===== src/rtl/ex_muldiv_pkg.sv =====
// Shared encodings for the EX-stage iterative multiply/divide unit.
package ex_muldiv_pkg;

  localparam int XLEN_DEF = 32;

  localparam logic [1:0] FN_MULT  = 2'b00;
  localparam logic [1:0] FN_MULTU = 2'b01;
  localparam logic [1:0] FN_DIV   = 2'b10;
  localparam logic [1:0] FN_DIVU  = 2'b11;

  localparam logic [1:0] S_IDLE = 2'd0;
  localparam logic [1:0] S_RUN  = 2'd1;
  localparam logic [1:0] S_DONE = 2'd2;

  // Per-operation control captured at accept time.
  typedef struct packed {
    logic div;
    logic neg_res;
    logic neg_rem;
  } op_ctl_t;

endpackage


===== src/rtl/ex_muldiv_step.sv =====
// One combinational radix-2 iteration: shift-add multiply or restoring divide.
// Mul accumulator is {P_hi,P_lo}; div accumulator is {R,Q}.
module ex_muldiv_step #(
  parameter int XLEN = 32
) (
  input  logic              mode_i,
  input  logic [2*XLEN-1:0] acc_i,
  input  logic [XLEN-1:0]   opnd_i,
  output logic [2*XLEN-1:0] acc_o
);

  logic [XLEN:0]   sum;
  logic [XLEN:0]   rsh;
  logic [XLEN-1:0] rdiff;

  always_comb begin
    sum   = '0;
    rsh   = '0;
    rdiff = '0;
    acc_o = acc_i;
    if (!mode_i) begin
      // The add carry lands in bit 2*XLEN-1 after the right shift.
      sum   = {1'b0, acc_i[2*XLEN-1:XLEN]} + (acc_i[0] ? {1'b0, opnd_i} : '0);
      acc_o = {sum, acc_i[XLEN-1:1]};
    end else begin
      // R stays below the divisor, so the difference always fits in XLEN bits.
      rsh   = acc_i[2*XLEN-1:XLEN-1];
      rdiff = rsh[XLEN-1:0] - opnd_i;
      if (rsh >= {1'b0, opnd_i}) begin
        acc_o = {rdiff, acc_i[XLEN-2:0], 1'b1};
      end else begin
        acc_o = {rsh[XLEN-1:0], acc_i[XLEN-2:0], 1'b0};
      end
    end
  end

endmodule


===== src/rtl/ex_muldiv.sv =====
// Iterative MULT/MULTU/DIV/DIVU into HI/LO: XLEN iterations, result one edge after the last.
// Stall holds the pipeline from the accept cycle through RUN; drops in the DONE cycle.
module ex_muldiv
  import ex_muldiv_pkg::*;
#(
  parameter int XLEN = XLEN_DEF
) (
  input  logic            Clk,
  input  logic            Clr,
  input  logic            Start,
  input  logic [1:0]      Fn,
  input  logic [XLEN-1:0] A,
  input  logic [XLEN-1:0] B,
  output logic [XLEN-1:0] Hi,
  output logic [XLEN-1:0] Lo,
  output logic            Busy,
  output logic            Done,
  output logic            Stall
);

  localparam int CW = $clog2(XLEN);

  logic [1:0]        state_q, state_d;
  logic [CW-1:0]     cnt_q, cnt_d;
  op_ctl_t           ctl_q, ctl_d;
  logic [XLEN-1:0]   opnd_q, opnd_d;
  logic [2*XLEN-1:0] acc_q, acc_d;
  logic [XLEN-1:0]   hi_q, hi_d;
  logic [XLEN-1:0]   lo_q, lo_d;

  logic              is_signed, is_div, b_zero;
  logic [XLEN-1:0]   a_mag, b_mag;
  logic [2*XLEN-1:0] step_acc, prod;
  logic [XLEN-1:0]   quo, rem;

  ex_muldiv_step #(.XLEN(XLEN)) u_step (
    .mode_i (ctl_q.div),
    .acc_i  (acc_q),
    .opnd_i (opnd_q),
    .acc_o  (step_acc)
  );

  always_comb begin
    is_signed = ~Fn[0];
    is_div    = Fn[1];
    b_zero    = (B == '0);
    a_mag     = (is_signed && A[XLEN-1]) ? -A : A;
    b_mag     = (is_signed && B[XLEN-1]) ? -B : B;

    prod = ctl_q.neg_res ? -step_acc : step_acc;
    quo  = ctl_q.neg_res ? -step_acc[XLEN-1:0] : step_acc[XLEN-1:0];
    rem  = ctl_q.neg_rem ? -step_acc[2*XLEN-1:XLEN] : step_acc[2*XLEN-1:XLEN];

    state_d = state_q;
    cnt_d   = cnt_q;
    ctl_d   = ctl_q;
    opnd_d  = opnd_q;
    acc_d   = acc_q;
    hi_d    = hi_q;
    lo_d    = lo_q;

    case (state_q)
      S_IDLE: begin
        if (Start) begin
          state_d       = S_RUN;
          cnt_d         = '0;
          ctl_d.div     = is_div;
          // Divide-by-zero keeps the all-ones quotient; the remainder path
          // naturally ends holding the dividend magnitude.
          ctl_d.neg_res = is_signed && (A[XLEN-1] ^ B[XLEN-1]) && !(is_div && b_zero);
          ctl_d.neg_rem = is_signed && is_div && A[XLEN-1];
          opnd_d        = is_div ? b_mag : a_mag;
          acc_d         = {{XLEN{1'b0}}, (is_div ? a_mag : b_mag)};
        end
      end
      S_RUN: begin
        acc_d = step_acc;
        cnt_d = cnt_q + 1'b1;
        if (cnt_q == CW'(XLEN - 1)) begin
          state_d = S_DONE;
          cnt_d   = '0;
          if (ctl_q.div) begin
            hi_d = rem;
            lo_d = quo;
          end else begin
            hi_d = prod[2*XLEN-1:XLEN];
            lo_d = prod[XLEN-1:0];
          end
        end
      end
      S_DONE: begin
        state_d = S_IDLE;
      end
      default: begin
        state_d = S_IDLE;
      end
    endcase
  end

  always_ff @(posedge Clk) begin
    if (Clr) begin
      state_q <= S_IDLE;
      cnt_q   <= '0;
      ctl_q   <= '0;
      opnd_q  <= '0;
      acc_q   <= '0;
      hi_q    <= '0;
      lo_q    <= '0;
    end else begin
      state_q <= state_d;
      cnt_q   <= cnt_d;
      ctl_q   <= ctl_d;
      opnd_q  <= opnd_d;
      acc_q   <= acc_d;
      hi_q    <= hi_d;
      lo_q    <= lo_d;
    end
  end

  assign Hi    = hi_q;
  assign Lo    = lo_q;
  assign Busy  = (state_q == S_RUN);
  assign Done  = (state_q == S_DONE);
  assign Stall = ((state_q == S_IDLE) && Start) || (state_q == S_RUN);

endmodule


===== config.mk =====
export PLATFORM = sky130hd
export DESIGN_NAME = ex_muldiv
export DESIGN_NICKNAME = d
export VERILOG_FILES = /design/src/rtl/ex_muldiv_pkg.sv /design/src/rtl/ex_muldiv_step.sv /design/src/rtl/ex_muldiv.sv
export SDC_FILE = /design/constraint.sdc
export NUM_CORES = 1
export LEC_CHECK = 0
export BUFFER_PORTS_ARGS = -buffer_cell sky130_fd_sc_hd__buf_2
export CORE_MARGIN = 1.5
export CORE_UTILIZATION = 66
export DETAILED_ROUTE_END_ITERATION = 8
export PLACE_DENSITY = 0.88
export RECOVER_POWER = 50
export SYNTH_ARGS = -nofsm -noshare
export SYNTH_HDL_FRONTEND = slang
export SYNTH_SLANG_ARGS = --single-unit

===== constraint.sdc =====
create_clock -name Clk -period 10.21 [get_ports Clk]
set_input_delay 1.5315 -clock Clk [delete_from_list [all_inputs] [get_ports Clk]]
set_output_delay 1.5315 -clock Clk [all_outputs]
set_load 0.02 [all_outputs]

==> results of run 1 <==
how the worst min path moves through the flow:
stage / startpoint / to / slack [ns] / cells past startpoint
CTS: Lo[18] / Lo[18] / 0.45 / 2
global route: Lo[3] / Lo[3] / 0.47 / 2
finish: Lo[18] / Lo[18] / 0.46 / 2
floorplan: cnt_q[3] / cnt_q[3] / 0.41 / 1
detailed placement: Lo[18] / Lo[18] / 0.44 / 2
global placement: cnt_q[3] / cnt_q[3] / 0.43 / 1
metal layers:
metal,up-vias,global-route usage (%)
met5,-,0
met4,2,24.1
met3,240,13.0
met2,1219,69.5
met1,7766,59.9
li1,7661,-
cell families (layout without fill, tap and decap cells):
kind of cell,Yosys count,in the layout,share of synthesized area [%]
DFF,170,170,22.7
muxes,51,51,3.62
and+or+nand+nor,792,792,24.9
buffers and inverters,192,254,5.01
AOI/OAI and AO/OA,654,654,28.6
xor gates and xnor gates,155,155,9.05
adders and majority gates,72,72,6.10
other,0,1,0
registers in the layout (all words and copies together), names as in the netlist:
name and count:
acc_q 64, Hi 32, Lo 32, opnd_q 32, cnt_q 5, ctl_q 3
state_q 2
worst max-delay path, cell delays in order:
cell and delay, ns:
buf_4 0.66, clkbuf_1 2.90, nor2_1 1.12, nand2b_1 0.38
mux2i_1 0.12, a311o_1 0.33
where the power goes:
| group | internal (mW) | total (mW) | switching [mW] |
|---|---|---|---|
| Clock | 0.343 | 0.708 | 0.365 |
| Combinational | 0.245 | 0.730 | 0.484 |
| Sequential | 0.688 | 0.717 | 0.0294 |
layout make-up:
| class | instances | area [µm²] |
|---|---|---|
| multi-input combinational | 1724 | 10900 |
| fill | 1851 | 5860 |
| sequential | 170 | 3410 |
| timing repair buffer | 156 | 728 |
| clock buffer | 17 | 425 |
| tap | 280 | 350 |
| inverter | 66 | 248 |
| clock inverter | 15 | 209 |
| antenna | 1 | 2.50 |
cell usage in the layout, fill, tap and decap left out, types with 28 or more instances in the layout:
| cell type | count |
|---|---|
| clkbuf_1 | 74 |
| a22oi_1 | 32 |
| nor2_1 | 247 |
| buf_2 | 66 |
| ha_1 | 70 |
| o21ai_0 | 100 |
| o211ai_1 | 46 |
| mux2i_1 | 28 |
| nor3_1 | 53 |
| xor2_1 | 77 |
| a21oi_1 | 232 |
| dfxtp_1 | 169 |
| xnor2_1 | 78 |
| nand2_1 | 246 |
| a211oi_1 | 54 |
| and2_1 | 38 |
| inv_1 | 65 |
| nand3_1 | 41 |
==> metrics.csv, run 1 <==
metric;value;unit
status;finished with violations;
violations;capacitance limit, slew limit;
clockBufferDepth;2;
finalSetupTns;0;ns
wl_met3;7250;µm
yosysMostFrequentCell;nor2_1;
place.gp.congestion;1.09;
grt.total_usage;46.1;%
ios;136;
slew_headroom;-170;%
fin_util;73.5;%
insertion_delay;0.46;ns
slew_violations;314;
grt_overflow;0;
placed_cell_area;0.0157;mm²
timing.rr.start;acc_q[0];
worstSetupStartpoint;Clr;
end_kind;flip-flop;
dr_wl_met2;23300;µm
hold_class;flip-flop to flip-flop;
ys_seq_area_share;22.7;%
crit_end;Hi[28];
crit_type;primary input to flip-flop;
stdcell_count;2429;
synth_top_area_share;22.7;%
timing.final.crit_share;66.0;%
routedWlPerCell;22.9;µm
dieArea;0.0237;mm²
numPortBuffers;135;
fp.dieH;154;µm
initial_core_util;67.9;%
synth_seq_cells;170;
crit_required;10.54;ns
drt_iter0_markers;2384;
ctsResizeCount;0;
synthFlopType;dfxtp_1;
dp.cells;2396;
dp_hpwl;41900;µm
critical_path_arrival;7.08;ns
hold_viol;0;
wl_met1;21800;µm
worst_slack;3.47;ns
postCtsSetupBuffers;0;
dr.pass1.iters;6;
skew;0.0186;ns
drv_cap;5;
p_per_area;133;mW/mm²
synth_cells;2086;
fin_crit;6.74;ns
routed.top_layer;met5;
setup_viol;0;
synthTopCellsByArea;dfxtp_1 23%, a21oi_1 7.7%, nor2_1 6.2%;
ir_drop;0.0985;mV
dpl_worst_slack;4.42;ns
ys_types;97;
cts_tree;done;
drcViolationCount;0;
rsz0062_at_grt;no;
syn_avg_cell_area;7.19;µm²
wirelength;55600;µm
yosys-top-cells-count;248 x nor2_1, 247 x nand2_1, 232 x a21oi_1;
synth_edf_count;0;
power;2.15;mW
core_area;0.0221;mm²
cts_sinks;170;
hold_buffers;0;
grt_first_pass_wirelength;85600;µm
dr_total_vias;16900;
drt-vias-per-instance;6.95;
cts_buffers;17;
leakage;6.31;nW
clkTransAtPathRegs;0.09;ns
r2r_cells;19;
async_flop_share;0;%
syn_to_final_growth;8.17;%
antenna_found_initial;1;
fin_nets;2276;
die_w;154;µm
grt_pass1_vias;15500;
final_cell_area;0.0162;mm²
holdWs;0.458;ns
worst_setup_path_start_kind;primary input;
grt_max_degree;89;
synth_top_area_cell;dfxtp_1;
worst_pin_slew;4.05;ns
cts-root-buf;clkbuf_16;
regToRegSetupSlack;3.67;ns
cts_htree_levels;4;
synth_fp_nets;2227;
layout-drive-gt1-share;8.85;%
yosysWarnings;0;
antenna_left;0;
fmax;148;MHz
cp_max_fo;87;
row_count;54;
reg2reg_to;Hi[30];
synth_area;0.0150;mm²
Power figures use the tool's default switching activity.
==> inputs of run 2 (changes only) <==
--- a/config.mk
+++ b/config.mk
@@ -7,9 +7,9 @@
 export LEC_CHECK = 0
 export BUFFER_PORTS_ARGS = -buffer_cell sky130_fd_sc_hd__buf_2
 export CORE_MARGIN = 1.5
-export CORE_UTILIZATION = 66
+export CORE_UTILIZATION = 56
 export DETAILED_ROUTE_END_ITERATION = 8
-export PLACE_DENSITY = 0.88
+export PLACE_DENSITY = 0.8
 export RECOVER_POWER = 50
 export SYNTH_ARGS = -nofsm -noshare
 export SYNTH_HDL_FRONTEND = slang
==> constraint.sdc (replaced) <==
create_clock -name Clk -period 6 [get_ports Clk]
set_input_delay 0.9 -clock Clk [delete_from_list [all_inputs] [get_ports Clk]]
set_output_delay 0.9 -clock Clk [all_outputs]
set_load 0.02 [all_outputs]
==> run 2 against run 1 <==
- clock skew down 0.0011 ns
- flip-flop and latch count unchanged
- the run ends with DRC, capacitance limit, slew limit left
- sequential share of layout area down 0.18 points
- final cell count up 2.6%
- register-to-register slack worse by 3.2 ns
- utilization down 11 points
==> metrics.csv, run 2 (synthesized netlist as in run 1, its figures left out) <==
metric;value;unit
fin_crit;5.54;ns
grt_max_degree;92;
timing.final.crit_share;92.4;%
syn_to_final_growth;9.10;%
violations;DRC, capacitance limit, slew limit;
clockBufferDepth;2;
fillCellCount;2419;
core_area;0.0262;mm²
die_w;167;µm
r2r_cells;19;
rsz0062_at_grt;no;
critical_path_arrival;4.64;ns
fin_nets;2286;
hold_class;flip-flop to flip-flop;
drt_iter0_markers;2418;
fmax;180;MHz
layout_common_cells;248 x nor2_1, 245 x nand2_1, 232 x a21oi_1;
largest_reg_flops;64;
row_count;59;
largest_register;acc_q;
cts_sinks;170;
grt_pass1_vias;14900;
timing.rr.start;acc_q[49];
grt_overflow;0;
dr_total_vias;16700;
cts_buffers;17;
ios;136;
cts-root-buf;clkbuf_16;
crit_required;5.10;ns
postCtsSetupBuffers;0;
cp_max_fo;35;
reg2reg_to;Hi[22];
grt.total_usage;39.6;%
drcViolationCount;10;
hold_viol;0;
drt-vias-per-instance;6.70;
regToRegSetupSlack;0.50;ns
finalSetupTns;0;ns
ir_drop;0.227;mV
wirelength;56100;µm
insertion_delay;0.45;ns
worst_pin_slew;2.16;ns
dr.pass1.iters;9;
diodes;0;
worst_setup_path_start_kind;flip-flop;
dieArea;0.0278;mm²
layout-drive-gt1-share;9.41;%
drv_cap;4;
grt_first_pass_wirelength;86200;µm
cts_htree_levels;4;
antenna_left;0;
dp_hpwl;42900;µm
crit_type;flip-flop to primary output;
leakage;6.36;nW
cts_tree;done;
slew_violations;175;
antenna_found_initial;0;
slew_headroom;-43.9;%
mostFrequentLayoutCell;nor2_1;
ctsResizeCount;0;
hp-start;Lo[18];
initial_core_util;57.3;%
setup_viol;0;
fin_util;62.5;%
clkTransAtPathRegs;0.08;ns
status;finished with violations;
place.gp.congestion;1.05;
fp.dieH;167;µm
end_kind;primary output;
skew;0.0174;ns
p_per_area;225;mW/mm²
numPortBuffers;135;
hold_buffers;0;
hold-path-cell-count;2;
routedWlPerCell;22.5;µm
hold-path-endpoint;Lo[18];
==> run 2: cell count changes in the layout (fill, tap and decap cells not counted), sizes merged <==
cell and delta:
clkinv +1, buf +9, clkbuf +1, diode -1, inv -1
==> run 2: worst max-delay path by stage <==
| stage | slack, ns | start | to |
|---|---|---|---|
| 2_1_floorplan | 0.88 | ctl_q[2] | Hi[22] |
| 3_3_place_gp | 0.88 | acc_q[49] | Hi[22] |
| 3_5_place_dp | 0.74 | opnd_q[18] | Hi[22] |
| 4_1_cts | 0.70 | opnd_q[18] | Hi[22] |
| 5_1_grt | 0.23 | opnd_q[18] | Hi[22] |
| 6_report | 0.46 | state_q[1] | Busy |
==> run 2: layout make-up <==
cell class / instances / area [µm²] / area share [%]
Multi-Input combinational cell: 1724 / 10900 / 66.3
Sequential cell: 170 / 3410 / 20.8
Timing Repair Buffer: 166 / 807 / 4.93
Clock buffer: 17 / 425 / 2.60
Tap cell: 335 / 419 / 2.56
Inverter: 66 / 248 / 1.51
Clock inverter: 15 / 209 / 1.28
==> run 2: through the flow <==
step	total power [mW]	instances	hold slack (ns)	area [µm²]	setup slack (ns)
final	3.69	2493	0.455	16400	0.456
after global routing	3.82	2493	0.471	16400	0.228
after CTS	3.64	2493	0.454	16500	0.703
after detailed placement	2.45	2461	0.443	15900	0.743
after global placement	2.44	2461	0.436	15900	0.875
after floorplan	2.08	2086	0.415	15000	0.882
==> run 2: critical path, cell delays in order (launching register included) <==
cell and delay (ns):
dfxtp_1 0.46, nand2b_1 0.14, clkbuf_1 1.30, inv_1 0.80, clkbuf_1 0.97, buf_2 0.46
==> run 2: metal layers <==
metal / GRT usage [%] / vias to the layer above / part of all wire [%]
met3: 9.55 / 139 / 13
li1: - / 7677 / -
met4: 16.7 / 0 / 4.0
met2: 59.2 / 1114 / 42
met1: 54.5 / 7764 / 41
met5: 0 / - / 0
==> run 2: where the power goes <==
part           total [mW]  internal, mW  leakage [nW]  switching [mW]
Clock                1.20         0.581         0.304           0.622
Combinational        1.25         0.421          4.67           0.833
Sequential           1.23          1.17          1.38          0.0589
Total                3.69          2.17          6.36            1.51
